## config.mk

```make
export PLATFORM = sky130hd
export DESIGN_NAME = rr_mux_arbiter
export DESIGN_NICKNAME = d
export VERILOG_FILES = /design/src/rtl/rr_mux_pkg.sv /design/src/rtl/rr_mux_arbiter_grant.sv /design/src/rtl/rr_mux_arbiter.sv
export SDC_FILE = /design/constraint.sdc
export NUM_CORES = 1
export LEC_CHECK = 0
export ABC_AREA = 1
export CAP_MARGIN = 10
export CORE_MARGIN = 1
export CORE_UTILIZATION = 25
export DETAILED_ROUTE_END_ITERATION = 10
export PLACE_DENSITY = 0.58
export SYNTH_ARGS = -nofsm -noshare
export SYNTH_HDL_FRONTEND = slang
export SYNTH_HIERARCHICAL = 1
export SYNTH_SLANG_ARGS = --single-unit
```

## constraint.sdc

```tcl
create_clock -name clk -period 3.61 [get_ports clk]
set_clock_uncertainty 0.2 [all_clocks]
set_input_delay 0.5415 -clock clk [delete_from_list [all_inputs] [get_ports clk]]
set_output_delay 0.5415 -clock clk [all_outputs]
set_load 0.005 [all_outputs]
```

## src/rtl/rr_mux_pkg.sv

```systemverilog
// rtl/rr_mux_pkg.sv - shared constants and width helper for the round-robin mux arbiter
package rr_mux_pkg;

    localparam int MODE_RR    = 0;
    localparam int MODE_FIXED = 1;

    // Select width never drops below one bit so a 2-way (or degenerate) mux still has an index port.
    function automatic int sel_width(input int n);
        return (n <= 2) ? 1 : $clog2(n);
    endfunction

endpackage

```

## src/rtl/rr_mux_arbiter_grant.sv

```systemverilog
// rtl/rr_mux_arbiter_grant.sv - combinational round-robin / fixed-priority grant for N requesters
module rr_grant
    import rr_mux_pkg::*;
#(
    parameter int N     = 4,
    parameter int SEL_W = sel_width(N)
) (
    input  logic [N-1:0]     req,
    input  logic [SEL_W-1:0] ptr,
    input  logic             mode,
    output logic             grant_vld,
    output logic [SEL_W-1:0] grant_idx
);

    localparam logic [SEL_W-1:0] LAST_IDX = SEL_W'(N - 1);

    logic [SEL_W-1:0] scan_idx;

    always_comb begin
        grant_vld = 1'b0;
        grant_idx = '0;
        scan_idx  = ptr;
        if (mode) begin
            // Ascending scan lets the highest requesting index overwrite lower ones.
            for (int i = 0; i < N; i++) begin
                if (req[i]) begin
                    grant_vld = 1'b1;
                    grant_idx = SEL_W'(i);
                end
            end
        end else begin
            // Walk ptr, ptr+1, ... with an explicit wrap so non-power-of-2 N never overflows.
            for (int k = 0; k < N; k++) begin
                if (!grant_vld && req[scan_idx]) begin
                    grant_vld = 1'b1;
                    grant_idx = scan_idx;
                end
                scan_idx = (scan_idx == LAST_IDX) ? '0 : scan_idx + 1'b1;
            end
        end
    end

endmodule

```

## src/rtl/rr_mux_arbiter.sv

```systemverilog
// rtl/rr_mux_arbiter.sv - N-way arbitrated channel selector with one-entry registered output stage
module rr_mux_arbiter
    import rr_mux_pkg::*;
#(
    parameter int N     = 4,
    parameter int W     = 32,
    parameter int MODE  = MODE_RR,
    parameter int SEL_W = sel_width(N)
) (
    input  logic             clk,
    input  logic             rst,
    input  logic [N*W-1:0]   in_data,
    input  logic [N-1:0]     in_valid,
    output logic [N-1:0]     in_ready,
    input  logic             force_en,
    input  logic [SEL_W-1:0] force_sel,
    output logic [W-1:0]     out_data,
    output logic [SEL_W-1:0] out_sel,
    output logic             out_valid,
    input  logic             out_ready
);

    localparam int               PAD_N    = 1 << SEL_W;
    localparam logic [SEL_W-1:0] LAST_IDX = SEL_W'(N - 1);
    localparam logic             MODE_BIT = (MODE == MODE_FIXED);

    logic [W-1:0]     out_data_q,  out_data_d;
    logic [SEL_W-1:0] out_sel_q,   out_sel_d;
    logic             out_valid_q, out_valid_d;
    logic [SEL_W-1:0] ptr_q,       ptr_d;

    logic             arb_vld;
    logic [SEL_W-1:0] arb_idx;
    logic [PAD_N-1:0] valid_pad;
    logic             grant_vld;
    logic [SEL_W-1:0] grant_idx;
    logic             load_en;
    logic             transfer;
    logic [W-1:0]     sel_data;

    rr_grant #(
        .N     (N),
        .SEL_W (SEL_W)
    ) u_grant (
        .req       (in_valid),
        .ptr       (ptr_q),
        .mode      (MODE_BIT),
        .grant_vld (arb_vld),
        .grant_idx (arb_idx)
    );

    // Zero-padding makes an out-of-range force_sel read as "not valid" instead of indexing past N.
    assign valid_pad = PAD_N'(in_valid);
    assign load_en   = !out_valid_q || out_ready;

    always_comb begin
        grant_vld = force_en ? valid_pad[force_sel] : arb_vld;
        grant_idx = force_en ? force_sel : arb_idx;
        transfer  = !rst && load_en && grant_vld;
        in_ready  = '0;
        if (transfer) begin
            in_ready = N'(1) << grant_idx;
        end
    end

    always_comb begin
        sel_data = '0;
        for (int i = 0; i < N; i++) begin
            if (grant_idx == SEL_W'(i)) begin
                sel_data = in_data[i*W +: W];
            end
        end
    end

    always_comb begin
        out_data_d  = out_data_q;
        out_sel_d   = out_sel_q;
        out_valid_d = out_valid_q;
        ptr_d       = ptr_q;
        if (transfer) begin
            out_data_d  = sel_data;
            out_sel_d   = grant_idx;
            out_valid_d = 1'b1;
            if (!MODE_BIT) begin
                ptr_d = (grant_idx == LAST_IDX) ? '0 : grant_idx + 1'b1;
            end
        end else if (out_valid_q && out_ready) begin
            out_valid_d = 1'b0;
        end
        if (MODE_BIT) begin
            ptr_d = '0;
        end
    end

    always_ff @(posedge clk) begin
        if (rst) begin
            out_data_q  <= '0;
            out_sel_q   <= '0;
            out_valid_q <= 1'b0;
            ptr_q       <= '0;
        end else begin
            out_data_q  <= out_data_d;
            out_sel_q   <= out_sel_d;
            out_valid_q <= out_valid_d;
            ptr_q       <= ptr_d;
        end
    end

    assign out_data  = out_data_q;
    assign out_sel   = out_sel_q;
    assign out_valid = out_valid_q;

endmodule
```

* After elaboration in Yosys (flattened, before gate mapping)
Index checks and enable logic that the tools add are counted.
** Storage, ports and cells
- Output and inout bits :: 39
- Flip-flop bits (word level) :: 37
- Input port bits :: 138
- Logic and storage cells :: 65
** Operators by class
- Magnitude comparators :: 5
- Eq/ne operators :: 6
- Muxes and demuxes :: 31
- Add/sub/neg operators :: 4
- Reduce and logical (&&, ||, !) cells :: 14
- Shifts and indexed selects :: 1
** Operator list (count)
- 32-bit two-way mux :: 4
- 2-bit two-way mux :: 9
- 2-bit by 3-bit less-than comparator with 1-bit output (second input constant) :: 5
- 1-bit two-way mux :: 12
- 1-bit binary-select mux with 2-bit select :: 5
- 2-bit == test (second input constant) :: 5
- 2-bit by 1-bit adder with 2-bit output (second input constant) :: 4
- 1-bit logical AND :: 6
- 1-bit logical NOT :: 5
- 4-bit two-way mux :: 1
- 1-bit by 2-bit << shifter with 4-bit output (first input constant) :: 1
- 2-bit by 1-bit == test with 1-bit output (second input constant) :: 1
- 2-bit logical NOT :: 1
- 2-bit nonzero test :: 1
- 1-bit logical OR :: 1

* Longest topological paths before layout
Gate-level depths: netlist of the first run.
- Depth in word-level cells :: 18
- Depth in mapped cells :: 24
- Depth with buffers taken out :: 23

* Modules after synthesis
Netlist of the first run, hierarchy kept.
** By module, submodules not included
- rr_mux_arbiter :: seq. area each 740.7 um^2, area each 2472.4 um^2, cells each 409, instances 1
- rr_grant :: seq. area each 0.0 um^2, area each 330.3 um^2, cells each 70, instances 1

* Least setup slack after synthesis of the first run
Ideal clock, no wire load.
- Kind :: reg-to-output
- Start :: reg ptr_q[0]
- End :: out in_ready[3]
- Required time :: 2.868 ns
- Setup slack :: 0.379 ns
- Arrival :: 2.489 ns
- Path buffers :: 2
- Cell stages (with the launch flop) :: 18
- Cell sequence :: dfxtp_1 -> ha_1 -> inv_1 -> o21ai_0 -> nand3_1 -> nand2_1 -> inv_1 -> nand3_1 -> nand2_1 -> nor2_1 -> nor2_1 -> o21ai_0 -> inv_1 -> ha_1 -> buf_2 -> inv_1 -> buf_2 -> nor2_1
** Between the ends
- Longest elaborated chain between the ends :: 15
- Elaborated cells between the ends (all ways) :: 36
- Those cells by class :: add/sub: 3; eq/ne: 3; shift: 1; mux: 22; reduce/logical: 7
** Ends and longest elaborated chain
- from (decl) :: RTL line rr_mux_arbiter.sv:30 : logic [SEL_W-1:0] ptr_q, ptr_d;
- from (signal assigned) :: RTL line rr_mux_arbiter.sv:105 : ptr_q <= ptr_d;
- branches (longest 11 deep; another with 2-bit by 1-bit adder with 2-bit output)
- 2-bit two-way mux (*) :: RTL line rr_mux_arbiter_grant.sv:34 : if (!grant_vld && req[scan_idx]) begin
- net arb_idx[1] :: RTL line rr_mux_arbiter.sv:33 : logic [SEL_W-1:0] arb_idx;
- 2-bit two-way mux (*) :: RTL line rr_mux_arbiter.sv:58 : grant_idx = force_en ? force_sel : arb_idx;
- net grant_idx[1] :: RTL line rr_mux_arbiter.sv:36 : logic [SEL_W-1:0] grant_idx;
- 1-bit by 2-bit << shifter with 4-bit output (*) :: RTL line rr_mux_arbiter.sv:62 : in_ready = N'(1) << grant_idx;
- 4-bit two-way mux (*) :: RTL line rr_mux_arbiter.sv:61 : if (transfer) begin
- to (decl) :: RTL line rr_mux_arbiter.sv:14 : output logic [N-1:0] in_ready,
Mark *: on every way through the listed nets, which the timed path passes. The select of a mux whose other input is x is not followed.

* Final worst setup path of the first run
- Start :: in in_valid[0]
- End :: out in_ready[2]
** Between the ends
- Longest elaborated chain between the ends :: 15
- Elaborated cells between the ends (all ways) :: 29
- Those cells by class :: shift: 1; mux: 21; reduce/logical: 7
** Ends and longest elaborated chain
- from (decl) :: RTL line rr_mux_arbiter.sv:13 : input logic [N-1:0] in_valid,
- 1-bit binary-select mux with 2-bit select :: RTL line rr_mux_arbiter_grant.sv:34
- 1-bit two-way mux (not written as such) :: RTL line rr_mux_arbiter_grant.sv:34
- 1-bit two-way mux :: RTL line rr_mux_arbiter_grant.sv:34
- 1-bit logical NOT :: RTL line rr_mux_arbiter_grant.sv:34
- 1-bit logical AND :: RTL line rr_mux_arbiter_grant.sv:34
- 1-bit two-way mux :: RTL line rr_mux_arbiter_grant.sv:34
- 1-bit logical NOT :: RTL line rr_mux_arbiter_grant.sv:34
- 1-bit logical AND :: RTL line rr_mux_arbiter_grant.sv:34
- 1-bit two-way mux :: RTL line rr_mux_arbiter_grant.sv:34
- 1-bit logical NOT :: RTL line rr_mux_arbiter_grant.sv:34
- 1-bit logical AND :: RTL line rr_mux_arbiter_grant.sv:34
- 2-bit two-way mux (*) :: RTL line rr_mux_arbiter_grant.sv:34
- net arb_idx[0] :: RTL line rr_mux_arbiter.sv:33
- 2-bit two-way mux (*) :: RTL line rr_mux_arbiter.sv:58
- net grant_idx[0] :: RTL line rr_mux_arbiter.sv:36
- 1-bit by 2-bit << shifter with 4-bit output (*) :: RTL line rr_mux_arbiter.sv:62
- 4-bit two-way mux (*) :: RTL line rr_mux_arbiter.sv:61
Mark *: on every way through the listed nets, which the timed path passes. The rest lies on a longest branch. The select of a mux whose other input is x is not followed.

==> results.json, run 1 <==
{
  "status": "finished clean",
  "critPathRequiredTime_ns": 2.87,
  "grt_pass1_vias": 3447,
  "finalHoldViolCount": 0,
  "syn_to_final_growth_pct": 71.61,
  "routed_wl_um": 10660,
  "cts_tree": "done",
  "grt_max_degree": 36,
  "drive_above_1_share_pct": 7.220,
  "hold_buffers": 0,
  "rows": 38,
  "dpl_cell_area_sq_mm": 0.004707,
  "fillers": 1150,
  "clock_sinks": 37,
  "ys_types": 24,
  "top_usage_layer": "met2",
  "wl_per_cell_um": 13.47,
  "ys_ff_latch": 37,
  "antennaDiodeCount": 0,
  "die_width_um": 107.9,
  "grt_pass1_wl_um": 16610,
  "crit_path_start_kind": "input port",
  "die_area_sq_mm": 0.01164,
  "vdd_drop_max_uv": 143.1,
  "io_buffers": 176,
  "min_period_over_period_pct": 95.22,
  "min-delay-path-class": "reg2reg",
  "coreArea_sq_mm": 0.01089,
  "final_common_cell": "nand2_1",
  "worstSetupPathType": "in2out",
  "most-common-layout-cells": "nand2_1, clkdlybuf4s50_1, nand3_1",
  "drt_iter0_drc": 158,
  "syn_inst": 479,
  "use_met2_pct": 32.46,
  "drc": 0,
  "drt-pass1-iter-count": 5,
  "pin_count": 177,
  "dp_hpwl_um": 7845,
  "ant_nets": 0,
  "arrival_ns": 2.70,
  "layout.nets": 793,
  "power_uw": 1733,
  "p_per_area_mw_per_mm2": 360.3,
  "cp_max_fo": 4,
  "synth_area_sq_mm": 0.002803,
  "setup-violations-final": 0,
  "ys_warn_count": 6,
  "whs_ns": 0.2684,
  "crit_path_end_kind": "output port",
  "cap_viol_max_count": 0,
  "yosysSeqAreaShare_pct": 26.43,
  "cts_buffer_depth": 2,
  "dieHeight_um": 107.9,
  "grt_use_total_pct": 18.11,
  "maxSlewViolCount": 0,
  "routabilityCongestion": 0.7904,
  "fmax_ghz": 0.2909,
  "clk_latency_ns": 0.27,
  "via_per_inst": 4.573,
  "htree_num_levels": 2,
  "vias": 3617,
  "power_leakage_uw": 0.002195,
  "final_area_sq_mm": 0.004810,
  "grt_setup_unrepaired": "false",
  "avgSynthCellArea_sq_um": 5.851,
  "worst_pin_slew_ns": 0.6356,
  "period_needed_ns": 3.437,
  "antenna_found_initial": 0,
  "cts_made_buffers": 5,
  "grt_util_met1_pct": 20.96,
  "path_clk_slew_ns": 0.07,
  "root_buffer": "clkbuf_8",
  "slew_headroom_pct": 57.57,
  "start_util_pct": 25.74,
  "met3_usage_pct": 4.782,
  "grt-ovfl-total": 0
}
==> cell type report <==
type	count	area, sq um	share of cell area (%)
Clock buffer	8	80.08	1.665
Sequential cell	37	740.7	15.40
Inverter	23	86.33	1.795
Tap cell	140	175.2	3.642
Timing Repair Buffer	193	1892	39.33
Multi-Input combinational cell	390	1836	38.16
==> registers in the layout, indices dropped and copies added, names as in the netlist <==
signal	cells
out_data	32
out_sel	2
ptr_q	2
out_valid	1
==> synthesized netlist by cell type, drive strengths merged <==
cell / instances / share of area (%)
buf: 23 / 5.1
conb: 1 / 0.13
dfxtp: 37 / 26
o21ai: 6 / 1.1
o211ai: 32 / 8.6
inv: 23 / 3.1
o31ai: 1 / 0.27
nor3: 1 / 0.18
nand2: 241 / 33
nand3: 48 / 8.6
clkbuf: 8 / 1.1
nor2: 15 / 2.5
a21oi: 35 / 6.3
nand4: 1 / 0.22
o211a: 1 / 0.63
nand3b: 1 / 0.40
ha: 5 / 2.2
==> final timing paths <==
kind                            slack (ns)                  endpoint                startpoint  cells after the start
worst max-delay path                  0.17               in_ready[2]               in_valid[0]                     18
worst min-delay path                  0.27  out_data[8]$_SDFFE_PP0N_  out_data[8]$_SDFFE_PP0N_                      2
worst max register to register        0.36  out_data[5]$_SDFFE_PP0N_     ptr_q[1]$_SDFFE_PP0N_                     22
worst min register to register        0.27  out_data[8]$_SDFFE_PP0N_  out_data[8]$_SDFFE_PP0N_                      2
==> cell families after synthesis <==
kind of cell | count (synthesis) | synth area share, %
simple gates | 307 | 45.18
compound gates | 75 | 16.79
flops | 37 | 26.43
buf+inv | 54 | 9.241
other cells | 1 | 0.1338
fa+ha+maj | 5 | 2.232
==> what timing repair did <==
action | in CTS | in global routing
gates resized for setup | 10 | 8
gates cloned | 0 | 0
endpoints found under the hold margin | 0 | 0
buffers inserted | 1 | 0
pin swaps | 0 | 1
endpoints found under the setup margin | 4 | 32
==> per-layer routing <==
metal	wire length, um	vias up	share of wire, %
li1	-	1889	-
met1	4549	1590	43
met3	797	8	7.5
met5	0	-	0
met4	115	0	1.1
met2	5193	130	49
==> worst max-delay path: stages <==
cell and delay [ns]:
clkdlybuf4s50_1 0.53, inv_1 0.08, nand2_1 0.09, nand2_1 0.07
nand3_1 0.08, nand2_2 0.08, inv_1 0.08, nand3_1 0.07
nand3_1 0.09, nand2_1 0.07, nand2_1 0.06, nand2_1 0.06
o21ai_2 0.11, inv_2 0.08, ha_1 0.22, inv_1 0.07
nor2_1 0.04, dlygate4sd2_1 0.27
==> power breakdown <==
part / total (uW) / switching (uW) / internal [uW]
clock network: 279 / 142 / 137
registers: 527 / 42.5 / 485
logic: 927 / 460 / 467
total: 1730 / 644 / 1090
==> per-stage QoR <==
stage / setup slack [ns] / util (%) / std cells / TNS, ns
floorplan: 0.3793 / - / 481 / 0
global placement: -0.1405 / 43.23 / 782 / -1.671
detailed placement: -0.2417 / 43.23 / 782 / -5.519
CTS: 0.1549 / 44.15 / 791 / 0
global route: 0.006429 / 44.17 / 791 / 0
finish: 0.1727 / 44.17 / 791 / 0
(Power assumes the default switching activity.)
==> run 2, diff against run 1 <==
Settings changed: SLEW_MARGIN set to 20.
Clock period 3.61 ns to 4.2 ns, I/O delays scaled along.
==> run 2 against run 1 <==
Compared with the run above: worst setup slack better by 0.059 ns; combinational power is 16% lower; critical path depth stayed put; worst hold slack better by 0.0027 ns; register-to-register slack better by 0.43 ns; utilization is 0.59 points lower; clock power is 13% lower; sequential power is 14% lower; routed wire length is 1.4% lower; cell area is 1.3% lower; clock-buffer cell count is 2 lower; die area stayed put.
==> results.json, run 2 (synthesis gave the netlist of run 1 again) <==
{
  "pin_count": 177,
  "routed.top_layer": "met4",
  "antenna_found_initial": 0,
  "fmax_ghz": 0.2520,
  "routabilityCongestion": 0.7837,
  "min-delay-path-class": "reg2reg",
  "status": "finished clean",
  "vias": 3617,
  "most-common-layout-cells": "nand2_1, clkdlybuf4s50_1, nand3_1",
  "ant_nets": 0,
  "die_width_um": 107.9,
  "layout.nets": 785,
  "slew_headroom_pct": 57.44,
  "reg2reg_depth": 21,
  "largest_reg_flops": 32,
  "dpl_cell_area_sq_mm": 0.004654,
  "final_cells": 783,
  "tns_ns": 0,
  "io_buffers": 176,
  "dp.cells": 775,
  "grt_pass1_wl_um": 16170,
  "grt_max_degree": 36,
  "arrival_ns": 3.14,
  "htree_num_levels": 2,
  "cap_viol_max_count": 0,
  "holdPathStages": 2,
  "finalHoldViolCount": 0,
  "start_util_pct": 25.74,
  "wl_per_cell_um": 13.42,
  "final_common_cell": "nand2_1",
  "startpoint": "in_valid[3]",
  "dp_hpwl_um": 7788,
  "drc": 0,
  "multi_input_area_sq_mm": 0.001818,
  "seqCellArea_sq_um": 742.0,
  "power_leakage_uw": 0.002153,
  "worstSetupPathType": "in2out",
  "antennaDiodeCount": 0,
  "setup-violations-final": 0,
  "worst_pin_slew_ns": 0.6375,
  "cp_max_fo": 5,
  "maxSlewViolCount": 0,
  "rows": 38,
  "min_period_over_period_pct": 94.48,
  "root_buffer": "clkbuf_8",
  "drive_above_1_share_pct": 5.599,
  "clock_sinks": 37,
  "crit_path_end_kind": "output port",
  "worstReg2RegStart": "ptr_q[0]$_SDFFE_PP0N_",
  "worst_r2r_endpoint": "out_data[5]$_SDFFE_PP0N_",
  "grt_use_total_pct": 17.67,
  "dieHeight_um": 107.9,
  "via_per_inst": 4.619,
  "grt_setup_unrepaired": "false",
  "cts_made_buffers": 5,
  "crit_end": "in_ready[2]",
  "p_per_area_mw_per_mm2": 310.5,
  "final_area_sq_mm": 0.004746,
  "path_clk_slew_ns": 0.08,
  "crit_path_start_kind": "input port",
  "drt-pass1-iter-count": 4,
  "grt_pass1_vias": 3366,
  "wl_met2_um": 4995,
  "clk_latency_ns": 0.28,
  "grt-ovfl-total": 0,
  "cts_buffer_depth": 2,
  "drt_iter0_drc": 172,
  "vdd_drop_max_uv": 122.6,
  "routed_wl_um": 10510,
  "period_needed_ns": 3.968,
  "cts_tree": "done",
  "fillers": 1148,
  "critPathRequiredTime_ns": 3.37,
  "wl_met3_um": 932,
  "coreArea_sq_mm": 0.01089,
  "met1_length_um": 4474,
  "syn_to_final_growth_pct": 69.33,
  "rrSetupSlack_ns": 0.79,
  "die_area_sq_mm": 0.01164
}
[run 2: changes by cell type in the layout (fill, tap and decap cells not counted), moves of 2 or more]
cell and change:
ha_1 +2, clkdlybuf4s50_1 +5, clkbuf_1 -2, clkinv_2 +2, dlygate4sd2_1 -3, clkbuf_2 -2, buf_4 -7
[run 2: routing by layer]
layer  vias up  global-route usage [%]
li1       1872                       -
met1      1585                   21.16
met2       147                   31.18
met3        13                   4.843
met4         0                   3.816
met5         -                       0
[run 2: layout make-up]
class / count / area share [%]
clock inverter: 2 / 0.2109
sequential: 37 / 15.63
inverter: 23 / 1.819
clock buffer: 6 / 1.529
timing repair buffer: 185 / 38.81
tap: 140 / 3.691
multi-input combinational: 390 / 38.31
[run 2: how the worst min path moves through the flow]
stage,slack (ns),endpoint,start
after floorplan,0.26,out_data[0]$_SDFFE_PP0N_,out_data[0]$_SDFFE_PP0N_
after global placement,0.26,out_sel[1]$_SDFFE_PP0N_,out_sel[1]$_SDFFE_PP0N_
after detailed placement,0.26,out_data[20]$_SDFFE_PP0N_,out_data[20]$_SDFFE_PP0N_
after CTS,0.27,out_data[25]$_SDFFE_PP0N_,out_data[25]$_SDFFE_PP0N_
after global routing,0.29,out_data[19]$_SDFFE_PP0N_,out_data[19]$_SDFFE_PP0N_
final,0.27,out_data[14]$_SDFFE_PP0N_,out_data[14]$_SDFFE_PP0N_
[run 2: per-stage QoR]
step                      total power (uW)  hold WS [ns]  setup WS, ns  utilization, %
after floorplan                      875.3        0.2633        0.8808               -
after global placement                1235        0.2566       0.06921           42.75
after detailed placement              1243        0.2617       0.06551           42.75
after CTS                             1494        0.2748       0.02315           43.51
after global routing                  1599        0.2893       0.01436           43.59
final                                 1474        0.2711        0.2318           43.59
[run 2: worst max-delay path, stage by stage]
cell and delay [ns]:
clkdlybuf4s50_1 0.48, inv_1 0.10, nand2_1 0.07, nand3_1 0.15
nand2_2 0.10, nor2_4 0.16, nand4_1 0.11, nand2_1 0.07
inv_1 0.03, nand2_1 0.04, nand2_1 0.04, nand2_1 0.07
o21ai_2 0.09, inv_1 0.13, ha_1 0.19, inv_1 0.06
nor2_1 0.12, clkdlybuf4s50_1 0.51
[run 2: report_power, final]
group | internal (uW) | total (uW) | switching, uW
sequential | 417 | 454 | 36.9
combinational | 387 | 777 | 390
clock | 115 | 243 | 128
total | 919 | 1470 | 555
[run 2: what timing repair did]
action	CTS	global route
hold buffers	0	0
resized for setup	0	4
setup buffers	0	0
endpoints found under the setup margin	0	9
